==> src/rtl/fx_pkg.sv <==
// Shared fixed-point helpers for the saturating add/sub datapath: format arithmetic
// (aligned fraction/integer widths, difference width, rounding shift) and clamp limits.
package fx_pkg;

  function automatic int unsigned fx_max(input int unsigned x, input int unsigned y);
    return (x > y) ? x : y;
  endfunction

  // Fraction bits of the common aligned format.
  function automatic int unsigned fx_frac_bits(input int unsigned a_frac,
                                               input int unsigned b_frac);
    return fx_max(a_frac, b_frac);
  endfunction

  // Integer bits (including sign) of the common aligned format.
  function automatic int unsigned fx_int_bits(input int unsigned a_w, input int unsigned a_frac,
                                              input int unsigned b_w, input int unsigned b_frac);
    return fx_max(a_w - a_frac, b_w - b_frac);
  endfunction

  // One extra bit makes a +/- b of aligned operands exact.
  function automatic int unsigned fx_diff_w(input int unsigned i_bits, input int unsigned f_bits);
    return i_bits + f_bits + 1;
  endfunction

  // Right shift that drops the surplus fraction bits of the result.
  function automatic int unsigned fx_shift(input int unsigned f_bits, input int unsigned c_frac);
    return f_bits - c_frac;
  endfunction

  function automatic longint fx_sat_max(input int unsigned w);
    return (longint'(1) <<< (w - 1)) - 1;
  endfunction

  function automatic longint fx_sat_min(input int unsigned w);
    return -(longint'(1) <<< (w - 1));
  endfunction

  // Clamp an integer value to the range of a w-bit two's-complement word.
  function automatic longint fx_sat_signed(input longint v, input int unsigned w);
    if (v > fx_sat_max(w)) return fx_sat_max(w);
    if (v < fx_sat_min(w)) return fx_sat_min(w);
    return v;
  endfunction

endpackage

==> src/rtl/fx_sub_sat_if.sv <==
// Streaming operand/result bundle for the saturating subtractor, plus debug counter access.
interface fx_sub_sat_if #(
  parameter int unsigned A_W   = 8,
  parameter int unsigned B_W   = 6,
  parameter int unsigned C_W   = 5,
  parameter int unsigned CNT_W = 16
);
  logic             in_valid;
  logic             in_ready;
  logic [A_W-1:0]   a;
  logic [B_W-1:0]   b;
  logic             out_valid;
  logic             out_ready;
  logic [C_W-1:0]   c;
  logic             c_sat;
  logic [CNT_W-1:0] sat_cnt;
  logic             cnt_clr;

  // Block side.
  modport slave (
    input  in_valid, a, b, out_ready, cnt_clr,
    output in_ready, out_valid, c, c_sat, sat_cnt
  );

  // Producer/consumer side.
  modport master (
    output in_valid, a, b, out_ready, cnt_clr,
    input  in_ready, out_valid, c, c_sat, sat_cnt
  );
endinterface

==> src/rtl/fx_round_sat.sv <==
// Combinational round-half-up by S bits followed by clamp to a C_W-bit signed word.
module fx_round_sat import fx_pkg::*; #(
  parameter int unsigned D_W = 9,
  parameter int unsigned S   = 3,
  parameter int unsigned C_W = 5
) (
  input  logic signed [D_W-1:0] d_i,
  output logic signed [C_W-1:0] c_o,
  output logic                  sat_o
);
  localparam int unsigned RW = D_W - S + 1;
  localparam int unsigned XW = fx_max(RW, C_W) + 1;
  localparam logic signed [XW-1:0] SatMax = XW'(fx_sat_max(C_W));
  localparam logic signed [XW-1:0] SatMin = XW'(fx_sat_min(C_W));
  // 2^(S-1) for S>0, zero when there is nothing to round.
  localparam logic signed [D_W:0] Half = (D_W + 1)'((longint'(1) <<< S) >>> 1);

  logic signed [D_W:0]  sum;
  logic signed [RW-1:0] r;
  logic signed [XW-1:0] rx;

  // Round, widen, then clamp against the output range.
  always_comb begin
    sum   = {d_i[D_W-1], d_i} + Half;
    r     = RW'(sum >>> S);
    rx    = XW'(r);
    c_o   = rx[C_W-1:0];
    sat_o = 1'b0;
    if (rx > SatMax) begin
      c_o   = SatMax[C_W-1:0];
      sat_o = 1'b1;
    end else if (rx < SatMin) begin
      c_o   = SatMin[C_W-1:0];
      sat_o = 1'b1;
    end
  end
endmodule

==> src/rtl/fx_sub_sat.sv <==
// Two-stage saturating fixed-point subtractor c = sat(round(a - b)) with valid/ready
// streaming and a sticky-at-max debug counter of saturated results.
module fx_sub_sat import fx_pkg::*; #(
  parameter int unsigned A_W    = 8,
  parameter int unsigned A_FRAC = 4,
  parameter int unsigned B_W    = 6,
  parameter int unsigned B_FRAC = 3,
  parameter int unsigned C_W    = 5,
  parameter int unsigned C_FRAC = 1,
  parameter int unsigned CNT_W  = 16
) (
  input logic        clk,
  input logic        rst,
  fx_sub_sat_if.slave bus
);
  localparam int unsigned F   = fx_frac_bits(A_FRAC, B_FRAC);
  localparam int unsigned I   = fx_int_bits(A_W, A_FRAC, B_W, B_FRAC);
  localparam int unsigned D_W = fx_diff_w(I, F);
  localparam int unsigned S   = fx_shift(F, C_FRAC);
  localparam logic [CNT_W-1:0] CntMax = '1;

  if (C_FRAC > F) begin : g_bad_cfrac
    $error("fx_sub_sat: C_FRAC must not exceed max(A_FRAC, B_FRAC)");
  end

  logic                  s1_valid_q, s1_valid_d;
  logic signed [D_W-1:0] d_q, d_d;
  logic                  out_valid_q, out_valid_d;
  logic [C_W-1:0]        c_q, c_d;
  logic                  c_sat_q, c_sat_d;
  logic [CNT_W-1:0]      sat_cnt_q, sat_cnt_d;

  logic                  adv;
  logic signed [D_W-1:0] a_al, b_al, diff;
  logic signed [C_W-1:0] rs_c;
  logic                  rs_sat;

  fx_round_sat #(
    .D_W(D_W),
    .S  (S),
    .C_W(C_W)
  ) u_round_sat (
    .d_i  (d_q),
    .c_o  (rs_c),
    .sat_o(rs_sat)
  );

  // Align both operands to Q(I).F; the difference is exact in D_W bits.
  always_comb begin
    a_al = D_W'($signed(bus.a)) <<< (F - A_FRAC);
    b_al = D_W'($signed(bus.b)) <<< (F - B_FRAC);
    diff = a_al - b_al;
  end

  // Single advance enable: the whole pipe moves unless a result is stuck at the output.
  always_comb begin
    adv          = !out_valid_q || bus.out_ready;
    bus.in_ready = adv;
    bus.out_valid = out_valid_q;
    bus.c        = c_q;
    bus.c_sat    = c_sat_q;
    bus.sat_cnt  = sat_cnt_q;
  end

  // Pipeline next state; stage 1 valid bit travels with its data.
  always_comb begin
    s1_valid_d  = s1_valid_q;
    d_d         = d_q;
    out_valid_d = out_valid_q;
    c_d         = c_q;
    c_sat_d     = c_sat_q;
    if (adv) begin
      s1_valid_d  = bus.in_valid;
      out_valid_d = s1_valid_q;
      if (bus.in_valid) d_d = diff;
      if (s1_valid_q) begin
        c_d     = rs_c;
        c_sat_d = rs_sat;
      end
    end
  end

  // Counter next state: clear wins over a same-cycle saturated handshake.
  always_comb begin
    sat_cnt_d = sat_cnt_q;
    if (bus.cnt_clr) begin
      sat_cnt_d = '0;
    end else if (out_valid_q && bus.out_ready && c_sat_q && (sat_cnt_q != CntMax)) begin
      sat_cnt_d = sat_cnt_q + CNT_W'(1);
    end
  end

  // State registers; reset drops all in-flight data.
  always_ff @(posedge clk or posedge rst) begin
    if (rst) begin
      s1_valid_q  <= 1'b0;
      d_q         <= '0;
      out_valid_q <= 1'b0;
      c_q         <= '0;
      c_sat_q     <= 1'b0;
      sat_cnt_q   <= '0;
    end else begin
      s1_valid_q  <= s1_valid_d;
      d_q         <= d_d;
      out_valid_q <= out_valid_d;
      c_q         <= c_d;
      c_sat_q     <= c_sat_d;
      sat_cnt_q   <= sat_cnt_d;
    end
  end
endmodule

==> src/flat_wrapper.sv <==
// flat-port wrapper written by rule: the top's interface ports become plain ports
module fx_sub_sat_flat import fx_pkg::*;
#(
  parameter int unsigned A_W    = 8,
  parameter int unsigned A_FRAC = 4,
  parameter int unsigned B_W    = 6,
  parameter int unsigned B_FRAC = 3,
  parameter int unsigned C_W    = 5,
  parameter int unsigned C_FRAC = 1,
  parameter int unsigned CNT_W  = 16
)
  (clk, rst, bus_in_valid, bus_a, bus_b, bus_out_ready, bus_cnt_clr, bus_in_ready, bus_out_valid, bus_c, bus_c_sat, bus_sat_cnt);
  fx_sub_sat_if #(.A_W(A_W), .B_W(B_W), .C_W(C_W), .CNT_W(CNT_W)) bus_i ();
  input logic clk;
  input logic rst;
  input wire logic [$bits(bus_i.in_valid)-1:0] bus_in_valid;
  input wire logic [$bits(bus_i.a)-1:0] bus_a;
  input wire logic [$bits(bus_i.b)-1:0] bus_b;
  input wire logic [$bits(bus_i.out_ready)-1:0] bus_out_ready;
  input wire logic [$bits(bus_i.cnt_clr)-1:0] bus_cnt_clr;
  output wire logic [$bits(bus_i.in_ready)-1:0] bus_in_ready;
  output wire logic [$bits(bus_i.out_valid)-1:0] bus_out_valid;
  output wire logic [$bits(bus_i.c)-1:0] bus_c;
  output wire logic [$bits(bus_i.c_sat)-1:0] bus_c_sat;
  output wire logic [$bits(bus_i.sat_cnt)-1:0] bus_sat_cnt;
  assign bus_i.in_valid = bus_in_valid;
  assign bus_i.a = bus_a;
  assign bus_i.b = bus_b;
  assign bus_i.out_ready = bus_out_ready;
  assign bus_i.cnt_clr = bus_cnt_clr;
  assign bus_in_ready = bus_i.in_ready;
  assign bus_out_valid = bus_i.out_valid;
  assign bus_c = bus_i.c;
  assign bus_c_sat = bus_i.c_sat;
  assign bus_sat_cnt = bus_i.sat_cnt;
  fx_sub_sat #(.A_W(A_W), .A_FRAC(A_FRAC), .B_W(B_W), .B_FRAC(B_FRAC), .C_W(C_W), .C_FRAC(C_FRAC), .CNT_W(CNT_W)) u_core (.clk(clk), .rst(rst), .bus(bus_i));
endmodule
==> config.mk <==
export PLATFORM = sky130hd
export DESIGN_NAME = fx_sub_sat_flat
export DESIGN_NICKNAME = d
export VERILOG_FILES = /design/src/rtl/fx_pkg.sv /design/src/rtl/fx_sub_sat_if.sv /design/src/rtl/fx_round_sat.sv /design/src/rtl/fx_sub_sat.sv /design/src/flat_wrapper.sv
export SDC_FILE = /design/constraint.sdc
export NUM_CORES = 1
export LEC_CHECK = 0
export CELL_PAD_IN_SITES_DETAIL_PLACEMENT = 1
export CELL_PAD_IN_SITES_GLOBAL_PLACEMENT = 1
export CORE_MARGIN = 5
export CORE_UTILIZATION = 40
export CTS_CLUSTER_DIAMETER = 200
export DETAILED_ROUTE_END_ITERATION = 10
export PLACE_DENSITY_LB_ADDON = 0.25
export SYNTH_ARGS = -nofsm -noshare
export SYNTH_HDL_FRONTEND = slang
export SYNTH_HIERARCHICAL = 1
export SYNTH_SLANG_ARGS = --single-unit
==> constraint.sdc <==
create_clock -name clk -period 2.3 [get_ports clk]
set_clock_uncertainty 0.1 [all_clocks]
set_input_delay 0.46 -clock clk [delete_from_list [all_inputs] [get_ports clk]]
set_output_delay 0.46 -clock clk [all_outputs]
set_load 0.005 [all_outputs]
### Word-level counts from Yosys, hierarchy flattened

Index checks and enable logic that the tools add are counted.

| storage, ports and cells | value |
|---|---|
| register bits | 33 |
| input port bits | 19 |
| output and inout port bits | 24 |
| word-level logic and storage cells | 26 |

| operators by class | value |
|---|---|
| add/sub/neg operators | 3 |
| order comparisons | 2 |
| equality and inequality tests | 1 |
| muxes and demuxes | 6 |
| reductions and logical operators | 8 |

Operator list:

| kind | count |
|---|---|
| two-way mux 16 bit | 2 |
| adder 16 x 1 -> 16 bit, second input constant | 1 |
| != test 16 bit, second input constant | 1 |
| adder 9 x 4 -> 10 bit, second input constant | 1 |
| two-way mux 5 bit | 2 |
| subtractor 8 x 7 -> 9 bit | 1 |
| > comparator 7 x 5 -> 1 bit, second input constant | 1 |
| less-than comparator 7 x 5 -> 1 bit, second input constant | 1 |
| AND reduction 2 bit | 2 |
| logical AND 1 bit | 3 |
| two-way mux 1 bit | 2 |
| nonzero test 2 bit | 1 |
| zero test 1 bit | 1 |
| logical OR 1 bit | 1 |

### Logic depth before layout (Yosys ltp)

| depth | value |
|---|---|
| depth after elaboration | 5 |
| mapped depth | 8 |

### Modules after synthesis

Netlist, hierarchy kept.

By module, submodules not included:

| module | instances | cells an instance | area each (sq um) |
|---|---|---|---|
| fx_sub_sat | 1 | 200 | 1966.9 |
| fx_round_sat | 1 | 40 | 261.5 |

### Least setup slack after synthesis

No wires, ideal clock.

| timing path | value |
|---|---|
| path kind | input port to flip-flop |
| from | in bus_a[1] |
| to | reg u_core.d_q[7] |
| library setup time | 0.116 ns |
| data arrival time | 1.696 ns |
| path slack | 0.388 ns |
| stages | 7 |
| buffers on the path | 0 |
| path through | inv_1 ha_1 inv_1 fa_1 a211oi_1 o21ai_0 o311ai_0 |

| on the way | value |
|---|---|
| word-level cells in the longest chain between the ends | 1 |

Ends and longest elaborated chain:

| element | line | text |
|---|---|---|
| from (decl) | flat_wrapper.sv:17 | `input wire logic [$bits(bus_i.a)-1:0] bus_a;` |
| subtractor 8 x 7 -> 9 bit | fx_sub_sat.sv:52 | `diff = a_al - b_al;` |
| to (signal assigned) | fx_sub_sat.sv:97 | `d_q <= '0;` |
| to (signal assigned) | fx_sub_sat.sv:104 | `d_q <= d_d;` |
| to (decl) | fx_sub_sat.sv:27 | `logic signed [D_W-1:0] d_q, d_d;` |

Every way passes these cells.
A chain may end at the register's enable or synchronous reset.

### Worst setup path after layout

| timing path | value |
|---|---|
| from | in bus_b[1] |
| to | reg u_core.d_q[6] |

| on the way | value |
|---|---|
| word-level cells in the longest chain between the ends | 1 |

Ends and longest elaborated chain:

| element | line | text |
|---|---|---|
| from (decl) | flat_wrapper.sv:18 | `input wire logic [$bits(bus_i.b)-1:0] bus_b;` |
| subtractor 8 x 7 -> 9 bit | fx_sub_sat.sv:52 |  |

Every way passes these cells.

==> summary.md <==
| Metric | Value |
|---|---|
| Status | finished, final reports clean |
| ANT nets after route | 0 |
| Hold path start | u_core/s1_valid_q |
| Total GRT Usage | 0.1833 |
| Cell Area, Placed | 2763 sq um |
| Core box area | 5172 sq um |
| Top Family by Delay on Critical Path | simple AND/OR/NAND/NOR gates |
| Leak | 1.202 nW |
| Finished Cell Area | 2861 sq um |
| Fill cell count | 609 |
| First-pass DRT Iterations | 4 |
| Origin of the critical flop-to-flop path | u_core/bus.sat_cnt[0] |
| Int Pwr | 1.254 mW |
| Logic pwr share | 0.323 |
| Vias per cell | 5.713 |
| Tcrit/Tclk final | 0.9460 |
| Total number of vias | 2091 |
| Largest stage delay, worst path | 500 ps |
| Vias in the first global route | 2217 |
| Final setup fails | 0 |
| Relative slew slack | 0.7030 |
| I/O pin cnt | 43 |
| RSZ-0062 raised after global routing | false |
| Initial DRC count | 63 |
| Setup repair bufs after CTS | 0 |
| Initial antenna violation count | 0 |
| Area growth from synthesis to layout | 32.58% |
| CP Class | primary input to flip-flop |
| Initial core utilization | 0.4173 |
| CP Data Arrival Time | 2300 ps |
| Mapped Nets | 264 |
| Worst Path Max Fanout | 4 |
| Worst Path Required | 2420 ps |
| Num CTS Buffers | 5 |
| First-pass GRT wire length | 10660 microns |
| Die X-Extent | 83.46 microns |
| Post-Syn Area | 2158 sq um |
| Input/output buffers | 41 |
| Slowest cell on crit path | or4_1 |
| Seq pwr share | 0.413 |
| Commonest non-fill, non-tap cell in the layout | clkdlybuf4s50_1 |
| Fmax | 459.6 MHz |
| DIE AREA | 6965 sq um |
| CTS tree | done |
| Die H | 83.46 microns |
| Slew @ Worst Pin | 445.5 ps |
| Final TNS setup | 0 ps |
| Crit path buffers/inverters | 2 |
| Final net count | 324 |
| Ant diodes | 0 |
| Largest net degree at the start of global routing | 32 |
| Psw | 0.5784 mW |
| Clock-pin slew on the worst setup and hold paths | 70 ps |
| Endpoints failing hold | 0 |
| Total gr overflow | 0 |
| Peak supply drop | 0.3864 mV |
| Cell area power density | 640.3 nW/um^2 |
| Wire per inst | 16.77 microns |
| Drt drc | 0 |
| Routability cong. | 0.8738 |
| Synth warn | 6 |
| Worst setup EP type | flip-flop |
| Most frequent cells in the layout | 40 x clkdlybuf4s50_1, 31 x dfrtp_1, 18 x buf_4, 17 x nand2_1, 15 x inv_1 |
| Startpoint types | primary input |
| Share of post-route cells with drive strength above 1 | 0.1655 |
| Dpl hpwl | 4555 microns |
| Root Driver | clkbuf_8 |
| Min cycle time layout | 2176 ps |
| Net Sw Frac | 0.3157 |
| Max-cap violation count | 0 |
| Setup crit start | bus_b[1] |
| Clock network power share | 0.264 |
| Total power | 1.832 mW |
| H-tree levels | 2 |
| Syn Area/Cell | 9.184 sq um |
| Cells after Synth | 235 |
| Max clock buf depth | 2 |
| CTS Sinks | 31 |
| Fin. max-slew vios | 0 |
| Skew-Pair Late Insertion Delay | 290 ps |
| Worst hold slack | 382.1 ps |
| Hold crit path type | flip-flop to flip-flop |
| CP Cell Sequence | clkdlybuf4s50_1, inv_1, ha_1, nor2b_1, o31a_1, or4_1, nand3_1 |
| Final wirelength | 6137 microns |
| # rows | 26 |
[routing by layer]
| layer | vias to the layer above | wire, microns | GRT usage |
|---|---|---|---|
| met5 | - | 0 | 0 |
| met4 | 0 | 52 | 0.03947 |
| met3 | 5 | 265 | 0.04640 |
| met2 | 48 | 3163 | 0.3338 |
| met1 | 1024 | 2657 | 0.2167 |
| li1 | 1014 | - | - |
[tightest hold or removal path, stage by stage, from the launching register on]
cell,delay [ps]
dfrtp_1,350
inv_1,50
nand2_1,50
[metrics by stage]
stage,setup slack [ps],cells,utilization
finish,124.2,366,0.5532
global route,49.40,366,0.5532
CTS,113.0,366,0.5532
detailed placement,-177.6,358,0.5341
global placement,-117.5,358,0.5341
floorplan,388.1,235,-
[power by group through the flow]
stage               clock network [mW]  logic [mW]  registers [mW]
floorplan                            0       0.343           0.726
global placement                     0       0.579           0.759
detailed placement                   0       0.591           0.765
CTS                              0.494       0.598           0.757
global route                     0.523       0.656           0.777
finish                           0.484       0.592           0.757
[state kept, by name, indices dropped and copies added, names as in the netlist]
register	flops
u_core/bus.c	5
u_core/bus.c_sat	1
u_core/bus.out_valid	1
u_core/bus.sat_cnt	16
u_core/d_q	7
u_core/s1_valid_q	1
[timing repair]
action,4_1_cts,5_1_grt
endpoints found under the setup margin,1,1
hold buffers,0,0
resized for setup,1,1
[layout make-up]
type                            instances  area [sq um]  area share
Sequential cell                        31         775.7      0.2711
Inverter                               16         60.06     0.02099
Tap cell                               70         87.58     0.03061
Timing Repair Buffer                   60         564.3      0.1972
Clock buffer                            8         100.1     0.03498
Multi-Input combinational cell        181          1274      0.4451
[worst paths after layout]
kind | slack [ps] | cells past startpoint | endpoint
max | 120 | 7 | u_core/d_q[6]
min | 380 | 2 | u_core/bus.out_valid
max reg2reg | 300 | 6 | u_core/bus.sat_cnt[0]
min reg2reg | 380 | 2 | u_core/bus.out_valid
max in group asynchronous | 1340 | 3 | u_core/bus.sat_cnt[15]
min in group asynchronous | 460 | 3 | u_core/bus.c[0]
(Power assumes the default switching activity.)
